==> src/rtl/rv32i_pkg.sv <==
// Shared constants for the rv32i unified-memory arbiter.
// Owner codes tag which requester receives the next memory response.
package rv32i_pkg;

  localparam logic [1:0] OWN_NONE = 2'd0;
  localparam logic [1:0] OWN_IF   = 2'd1;
  localparam logic [1:0] OWN_D    = 2'd2;

  localparam logic [3:0] BE_ALL = 4'hF;

  typedef enum logic {
    GNT_IF = 1'b0,
    GNT_D  = 1'b1
  } gnt_e;

  function automatic logic [1:0] owner_of(
    input logic if_gnt,
    input logic d_gnt
  );
    if (d_gnt) return OWN_D;
    if (if_gnt) return OWN_IF;
    return OWN_NONE;
  endfunction

endpackage

==> src/rtl/rv32i_arb_prio.sv <==
// Grant decision for the fetch/data ports of the unified memory.
// RV32I_MEM_ARB_RR_EN selects round-robin; otherwise data-first with a streak cap.
module rv32i_arb_prio
  import rv32i_pkg::*;
#(
  parameter int unsigned MAX_DSTREAK = 4
) (
  input  logic clk_i,
  input  logic rst_ni,
  input  logic if_req_i,
  input  logic d_req_i,
  output logic if_gnt_o,
  output logic d_gnt_o
);

  logic d_win;

`ifdef RV32I_MEM_ARB_RR_EN

  gnt_e last_q, last_d;

  always_comb begin
    d_win = d_req_i & (~if_req_i | (last_q == GNT_IF));
  end

  always_comb begin
    last_d = last_q;
    if (d_gnt_o) begin
      last_d = GNT_D;
    end else if (if_gnt_o) begin
      last_d = GNT_IF;
    end
  end

  // Reset to D so fetch wins the first contested cycle.
  always_ff @(posedge clk_i or negedge rst_ni) begin
    if (!rst_ni) begin
      last_q <= GNT_D;
    end else begin
      last_q <= last_d;
    end
  end

`else

  localparam logic [3:0] MAX_S = 4'(MAX_DSTREAK);

  logic [3:0] streak_q, streak_d;

  always_comb begin
    d_win = d_req_i & ~(if_req_i & (streak_q == MAX_S));
  end

  always_comb begin
    streak_d = streak_q;
    if (d_gnt_o & if_req_i) begin
      if (streak_q != MAX_S) begin
        streak_d = streak_q + 4'd1;
      end
    end else if (if_gnt_o | ~if_req_i) begin
      streak_d = 4'd0;
    end
  end

  always_ff @(posedge clk_i or negedge rst_ni) begin
    if (!rst_ni) begin
      streak_q <= 4'd0;
    end else begin
      streak_q <= streak_d;
    end
  end

`endif

  // Grants are held low while reset is asserted.
  always_comb begin
    d_gnt_o  = rst_ni & d_win;
    if_gnt_o = rst_ni & if_req_i & ~d_win;
  end

endmodule

==> src/rtl/rv32i_mem_arb.sv <==
// Single-port memory arbiter between rv32i fetch and load/store ports.
// Optional round-robin arbitration: define RV32I_MEM_ARB_RR_EN.
module rv32i_mem_arb
  import rv32i_pkg::*;
#(
  parameter int unsigned ADDR_W      = 32,
  parameter int unsigned MAX_DSTREAK = 4
) (
  input  logic              clk_i,
  input  logic              rst_in,
  input  logic              if_req_i,
  input  logic [ADDR_W-1:0] if_addr_i,
  output logic              if_gnt_o,
  output logic              if_rvalid_o,
  output logic [31:0]       if_rdata_o,
  input  logic              d_req_i,
  input  logic              d_we_i,
  input  logic [3:0]        d_be_i,
  input  logic [ADDR_W-1:0] d_addr_i,
  input  logic [31:0]       d_wdata_i,
  output logic              d_gnt_o,
  output logic              d_rvalid_o,
  output logic [31:0]       d_rdata_o,
  output logic              mem_en_o,
  output logic              mem_we_o,
  output logic [3:0]        mem_be_o,
  output logic [ADDR_W-1:0] mem_addr_o,
  output logic [31:0]       mem_wdata_o,
  input  logic [31:0]       mem_rdata_i
);

  localparam logic [ADDR_W-1:0] WORD_MASK = ~ADDR_W'(3);

  logic              if_gnt, d_gnt;
  logic [1:0]        owner_q, owner_d;
  logic              dwe_q, dwe_d;
  logic [ADDR_W-1:0] addr;

  rv32i_arb_prio #(
    .MAX_DSTREAK(MAX_DSTREAK)
  ) u_prio (
    .clk_i   (clk_i),
    .rst_ni  (rst_in),
    .if_req_i(if_req_i),
    .d_req_i (d_req_i),
    .if_gnt_o(if_gnt),
    .d_gnt_o (d_gnt)
  );

  assign if_gnt_o = if_gnt;
  assign d_gnt_o  = d_gnt;

  always_comb begin
    addr        = '0;
    mem_be_o    = '0;
    mem_wdata_o = '0;
    unique case (1'b1)
      d_gnt: begin
        addr        = d_addr_i;
        mem_be_o    = d_be_i;
        mem_wdata_o = d_wdata_i;
      end
      if_gnt: begin
        addr     = if_addr_i;
        mem_be_o = BE_ALL;
      end
      default: ;
    endcase
  end

  assign mem_en_o   = if_gnt | d_gnt;
  assign mem_we_o   = d_gnt & d_we_i;
  assign mem_addr_o = addr & WORD_MASK;

  always_comb begin
    owner_d = owner_of(if_gnt, d_gnt);
    dwe_d   = d_gnt & d_we_i;
  end

  always_ff @(posedge clk_i or negedge rst_in) begin
    if (!rst_in) begin
      owner_q <= OWN_NONE;
      dwe_q   <= 1'b0;
    end else begin
      owner_q <= owner_d;
      dwe_q   <= dwe_d;
    end
  end

  // Writes still get an rvalid pulse, but never carry read data.
  always_comb begin
    if_rvalid_o = (owner_q == OWN_IF);
    d_rvalid_o  = (owner_q == OWN_D);
    if_rdata_o  = if_rvalid_o ? mem_rdata_i : '0;
    d_rdata_o   = (d_rvalid_o & ~dwe_q) ? mem_rdata_i : '0;
  end

endmodule

==> config.mk <==
export PLATFORM = sky130hd
export DESIGN_NAME = rv32i_mem_arb
export DESIGN_NICKNAME = d
export VERILOG_FILES = /design/src/rtl/rv32i_pkg.sv /design/src/rtl/rv32i_arb_prio.sv /design/src/rtl/rv32i_mem_arb.sv
export SDC_FILE = /design/constraint.sdc
export NUM_CORES = 1
export LEC_CHECK = 0
export BUFFER_PORTS_ARGS = -buffer_cell sky130_fd_sc_hd__buf_4
export CAP_MARGIN = 20
export CORE_AREA = 5 5 102 104
export CTS_BUF_LIST = sky130_fd_sc_hd__clkbuf_2 sky130_fd_sc_hd__clkbuf_4 sky130_fd_sc_hd__clkbuf_8
export DETAILED_ROUTE_END_ITERATION = 8
export DIE_AREA = 0 0 107 109
export SLEW_MARGIN = 30
export SYNTH_ARGS = -nofsm -noshare
export SYNTH_HDL_FRONTEND = slang
export SYNTH_SLANG_ARGS = --single-unit
==> constraint.sdc <==
create_clock -name clk_i -period 2.2 [get_ports clk_i]
set_input_delay 0.44 -clock clk_i [delete_from_list [all_inputs] [get_ports clk_i]]
set_output_delay 0.44 -clock clk_i [all_outputs]
set_load 0.02 [all_outputs]
# After elaboration in Yosys (flattened, before gate mapping)
# Index checks and enable logic that the tools add are counted.
[totals] ram_bits=0 regBits=7 n_memories=0 output_inout_bits=138 latchBits=0 mem_bits_ro=0 wordCells=40
[op_classes] reduce_logical=2 n_eq_ne=5 mul=0 shift=0 n_addsub=1 div_mod_pow=0 bitwise_logic=14 order_cmp=0 mux=15
[ops] cell="two-way mux 32 bit" n=3
[ops] cell="case mux 32 bit (2 select lines)" n=1
[ops] cell="two-way mux 4 bit" n=3
[ops] cell="bitwise AND 1 bit" n=8
[ops] cell="two-way mux 2 bit" n=4
[ops] cell="case mux 4 bit (2 select lines)" n=1
[ops] cell="adder 4 x 1 -> 4 bit (second input constant)" n=1
[ops] cell="== test 4 x 3 -> 1 bit (second input constant)" n=1
[ops] cell="!= test 4 x 3 -> 1 bit (second input constant)" n=1
[ops] cell="NOT 1 bit" n=4
[ops] cell="two-way mux 1 bit" n=3
[ops] cell="== test 2 x 1 -> 1 bit (second input constant)" n=1
[ops] cell="== test 2 bit (second input constant)" n=1
[ops] cell="!= test 2 bit (second input constant)" n=1
[ops] cell="OR 1 bit" n=2
[ops] cell="AND reduction 2 bit" n=1
[ops] cell="nonzero test 2 bit" n=1

# Logic depth before layout (Yosys ltp)
[depth] ltp_word=10 depth_mapped=6 ltp_nobuf=5

# By module
# From an unflattened synthesis, not the netlist that was laid out.
[hier_totals] cells_unflattened=198 hier_area_um2=1740.4
[by_module_without_submodules] mod="rv32i_mem_arb" n_inst=1 cells_per_inst=169 seq_area_each_um2=75.1 area_each_um2=1460.2
[by_module_without_submodules] mod="rv32i_arb_prio" n_inst=1 cells_per_inst=29 seq_area_each_um2=100.1 area_each_um2=280.3

# Worst setup path after synthesis
# No wires, ideal clock.
[synth_timing] kind="register to output" startpoint="reg u_prio.streak_q[0]" endpoint="out mem_addr_o[17]" arrival_time_ns=1.503 n_path_buf=1 path_slack_ns=0.257 path_stages_with_launch=7 required_time_ns=1.760 path_cell_list="dfrtp_1 -> inv_1 -> ha_1 -> nand3b_2 -> a21oi_4 -> buf_6 -> a22o_1"
[synth_via] elab_chain_len=7 word_cells_on_any_way=8 cone_classes="eq/ne: 1; mux: 1; bitwise: 6"
[synth_rtl] element="start, declared" line_no="rv32i_arb_prio.sv:48" text="logic [3:0] streak_q, streak_d;"
[synth_rtl] element="start signal, assigned" line_no="rv32i_arb_prio.sv:69" text="streak_q <= streak_d;"
[synth_rtl] element="== test 4 x 3 -> 1 bit" line_no="rv32i_arb_prio.sv:51" text="d_win = d_req_i & ~(if_req_i & (streak_q == MAX_S));"
[synth_rtl] element="bitwise AND 1 bit" line_no="rv32i_arb_prio.sv:51"
[synth_rtl] element="NOT 1 bit" line_no="rv32i_arb_prio.sv:51"
[synth_rtl] element="bitwise AND 1 bit" line_no="rv32i_arb_prio.sv:51"
[synth_rtl] element="NOT 1 bit" line_no="rv32i_arb_prio.sv:78" text="if_gnt_o = rst_ni & if_req_i & ~d_win;"
[synth_rtl] element="bitwise AND 1 bit" line_no="rv32i_arb_prio.sv:78"
[synth_rtl] element="net if_gnt_o" line_no="rv32i_mem_arb.sv:13" text="output logic if_gnt_o,"
[synth_rtl] element="case mux 32 bit (2 select lines)" line_no="rv32i_mem_arb.sv:57" text="unique case (1'b1)"
[synth_rtl] element="end, declared" line_no="rv32i_mem_arb.sv:27" text="output logic [ADDR_W-1:0] mem_addr_o,"
# The timed path passes the listed nets, and every way through them passes these cells.

# Final worst setup path
[layout_timing] startpoint="reg u_prio.streak_q[1]" endpoint="out mem_addr_o[10]"
[layout_via] elab_chain_len=7 word_cells_on_any_way=8 cone_classes="eq/ne: 1; mux: 1; bitwise: 6"
[layout_rtl] element="== test 4 x 3 -> 1 bit *" line_no="rv32i_arb_prio.sv:51"
[layout_rtl] element="bitwise AND 1 bit *" line_no="rv32i_arb_prio.sv:51"
[layout_rtl] element="NOT 1 bit *" line_no="rv32i_arb_prio.sv:51"
[layout_rtl] element="bitwise AND 1 bit *" line_no="rv32i_arb_prio.sv:51"
[layout_rtl] element="NOT 1 bit" line_no="rv32i_arb_prio.sv:78"
[layout_rtl] element="bitwise AND 1 bit" line_no="rv32i_arb_prio.sv:78"
[layout_rtl] element="case mux 32 bit (2 select lines) *" line_no="rv32i_mem_arb.sv:57"
# Mark *: on every way between the ends. The rest lies on a longest branch, timed or not.

==> results.md <==
- The area growth from synthesis to layout is 171%.
- Leaving out filler cells and counting taps, the final layout contains 572.
- The number of placed instances, taps included, is 557.
- The vertical extent of the die is 109 um.
- The kind of path behind the tightest hold check is primary input to async pin.
- The repair_antennas step left the layout with diodes totalling 0.
- The number of hold buffers added after CTS was 0.
- The worst setup path is of the flop to primary output kind.
- Entering global routing, the biggest net connects 55 pins.
- The number of global-route vias before repair is 2,390.
- Ranked by total cell area, the synthesized netlist is headed by and2_1, a22o_1, dfrtp_1, buf_6, a21o_1.
- Setup repair after global routing could not meet its margin everywhere.
- The type of destination of the critical path is a primary output.
- During I/O placement, the number of pins put on the boundary was 275.
- The layout net count is 598.
- Data on the critical path is required at its endpoint by 1.76 ns.
- The final wirelength is 9100 um.
- Measured on the finished design, the core utilization comes to 40.1%.
- Once the floorplan was initialized, standard cells occupied 14.8% of the core.
- STA classifies the critical path startpoint as a flop.
- Setup violations remaining at the end of the flow were counted as 0.
- Buffers placed on the I/O ports in this run total 268.
- Summed over its instances, the top area cell type makes up 43.3% of the synthesized netlist area.
- The dominant cell by count in the synthesized netlist is and2_1.
- The die covers 11,700 um^2.
- The startpoint identified for the worst register-to-register timing path is u_prio.streak_q[1].
- After floorplanning, the core was sized to cover 9460 um^2.
- Counting every sink on the clock net gives 7.
- The final weighted congestion in routability-driven placement is 0.806.
- The remaining antenna violation count after routing is 0.
- Summing over every cut layer, the via total after detailed routing is 2,392.
- Summed over all instances, the cell type with the most area after synthesis is and2_1.
- The mean area per synthesized cell is 7.49 um^2.
- The clock arrives with 0.00351 ns of skew.
- The total of fill cells in the finished design is 969.
- Counting flops and latches in the post-synthesis netlist gives 7.
- Total power for the finished layout comes to 1030 uW.
- The share of the cycle needed by the critical path after routing is 98.0%.
- The detailed placer's ending HPWL is 7490 um.
- The final hold violation count is 0.
- The post-route netlist has 64.8% of its cells at a drive strength greater than 1.
- The DRC marker count from the first detailed-route iteration is 104.
- The total leakage power is 0.00212 uW.
- The worst setup slack for register-to-register paths is 0.81 ns.
- For this run, design rule violations remaining after detail routing come to 0.
- Synthesis instantiated 25 different standard cells from the library.
- The maximum fanout count along the critical path is 18.
- The commonest cells after synthesis are and2_1, a22o_1, clkbuf_1.
- Subtracting the final worst setup slack from the clock period gives 2.16 ns.
- The cell area that synthesis handed to floorplanning was 1400 um^2.
- The initial antenna violation count is 0.
- The maximum frequency from static timing analysis is 464 MHz.
- The reg-to-reg endpoint is dwe_q.
- The worst hold slack is 0.0345 ns.
- The cell count after synthesis came out at 187.
- For this run, the detailed router's first-pass iteration total came to 3.
- Among all flip-flop cells after synthesis, the most frequent one is dfrtp_1.
- The number of cell instances on the worst register-to-register path is 6.
- Using the TritonRoute via totals, the vias-per-cell ratio works out to 4.18.
- The maximum level of the CTS H-tree is 1.
- The library cell used as clock root buffer is clkbuf_8.
- The arrival time at the worst endpoint is 1.72 ns.
- For this design the ratio of total power to cell area is 270 nW/um^2.
- The count of synthesis-stage warnings from yosys is 0.
- The x dimension of the die is 107 um.
- TritonCTS built the clock tree.
- VDD sags by at most 0.155 mV.
- The overall routing resource usage is 13.2%.
- The floorplan row count is 36.
- The flow ran to the end, and the final reports show no timing, DRC or antenna violations.
- The first global-routing pass estimated 12,300 um of wire.
- The number of enable flip-flop cells after synthesis is 0.
- Dividing the detail-routed wire length by the instance count gives 15.9 um.
- The worst setup path endpoint is mem_addr_o[10].
- The final count of pins violating max slew is 0.
- The sequential cell area fraction in the yosys report is 12.5%.
- The number of clock buffers added by TritonCTS is 3.
- The total congestion overflow after global routing is 0.
- The number of buffers between clock root and the deepest sink is 2.
- The max-cap check violation count is 0.
- At the later pin of the worst-skew pair, clock insertion delay measures 0.23 ns.
- The startpoint of the most critical setup path is u_prio.streak_q[1].
- For this run, asynchronously set or reset flops after synthesis account for 100%.
- The clock transition at the register clock pins on the worst setup and hold paths after CTS is 0.04 ns.
[logic make-up (layout without fill, tap and decap cells)]
kind of cell / Yosys count / in the layout / share of synthesized area, %
simple gates: 111 / 111 / 49.1
compound gates: 44 / 44 / 26.5
buf+inv: 22 / 292 / 9.82
flops: 7 / 7 / 12.5
fa+ha+maj: 2 / 2 / 1.79
other cells: 1 / 2 / 0.268
[worst min path at each step]
stage | from | end | slack, ns | cells after the start
2_1_floorplan | rst_in | dwe_q | 0.14 | 0
3_3_place_gp | rst_in | u_prio.streak_q[3] | 0.27 | 1
3_5_place_dp | rst_in | u_prio.streak_q[3] | 0.28 | 1
4_1_cts | rst_in | u_prio.streak_q[3] | 0.03 | 1
5_1_grt | rst_in | u_prio.streak_q[3] | 0.04 | 1
6_report | rst_in | owner_q[1] | 0.03 | 1
[registers in the layout, indices dropped and copies added, names as in the netlist]
name	cells
owner_q	2
dwe_q	1
u_prio.streak_q	4
[worst max-delay path: stages (launching register included)]
cell,delay (ns)
dfrtp_1,0.39
inv_2,0.08
ha_4,0.16
nand3b_4,0.10
a21oi_4,0.24
buf_12,0.18
a22o_1,0.19
buf_6,0.13
[final cells by class]
cell class	instances	area, um^2	share of cell area [%]
clock buffers	4	48.8	1.29
inverters	4	15.0	0.395
multi-input cells	159	1130	29.8
flip-flops and latches	7	175	4.61
well taps	114	143	3.76
repair buffers	284	2280	60.1
[metrics by stage]
| step | setup slack, ns | cell area, um^2 | TNS (ns) |
|---|---|---|---|
| global placement | 0.0813 | 3510 | 0 |
| global route | -0.0359 | 3800 | -0.415 |
| detailed placement | 0.0737 | 3510 | 0 |
| CTS | 0.0173 | 3650 | 0 |
| finish | 0.0446 | 3800 | 0 |
| floorplan | 0.257 | 1410 | 0 |
[layer usage]
metal | track usage (%) | share of wire (%)
met4 | 2.47 | 0.53
met1 | 14.5 | 34
met2 | 25.0 | 53
met3 | 4.14 | 12
met5 | 0 | 0
[cells in the final DEF, fill, tap and decap left out, drive strengths merged]
| cell type | count |
|---|---|
| nand3 | 2 |
| o21a | 1 |
| clkbuf | 6 |
| a21oi | 3 |
| nand2 | 4 |
| ha | 2 |
| buf | 282 |
| or3 | 1 |
| o22ai | 1 |
| o21ai | 2 |
| conb | 2 |
| nor2b | 4 |
| a22o | 30 |
| inv | 4 |
| and3 | 1 |
| and2 | 97 |
| dfrtp | 7 |
| a41oi | 1 |
| a21o | 4 |
| nand3b | 2 |
| a31oi | 2 |
[report_power, final]
part / leakage (uW) / switching (uW) / internal, uW
clock: 0.0000262 / 58.3 / 138
sequential: 0.0000949 / 3.58 / 134
combinational: 0.00200 / 312 / 380
[what timing repair did]
action | 4_1_cts | 5_1_grt
setup endpoints to repair | 67 | 33
pin swaps | 2 | 6
buffers inserted | 4 | 5
cloned | 1 | 2
gates resized for setup | 6 | 24
Note: power is estimated with default switching activity, not from simulation.
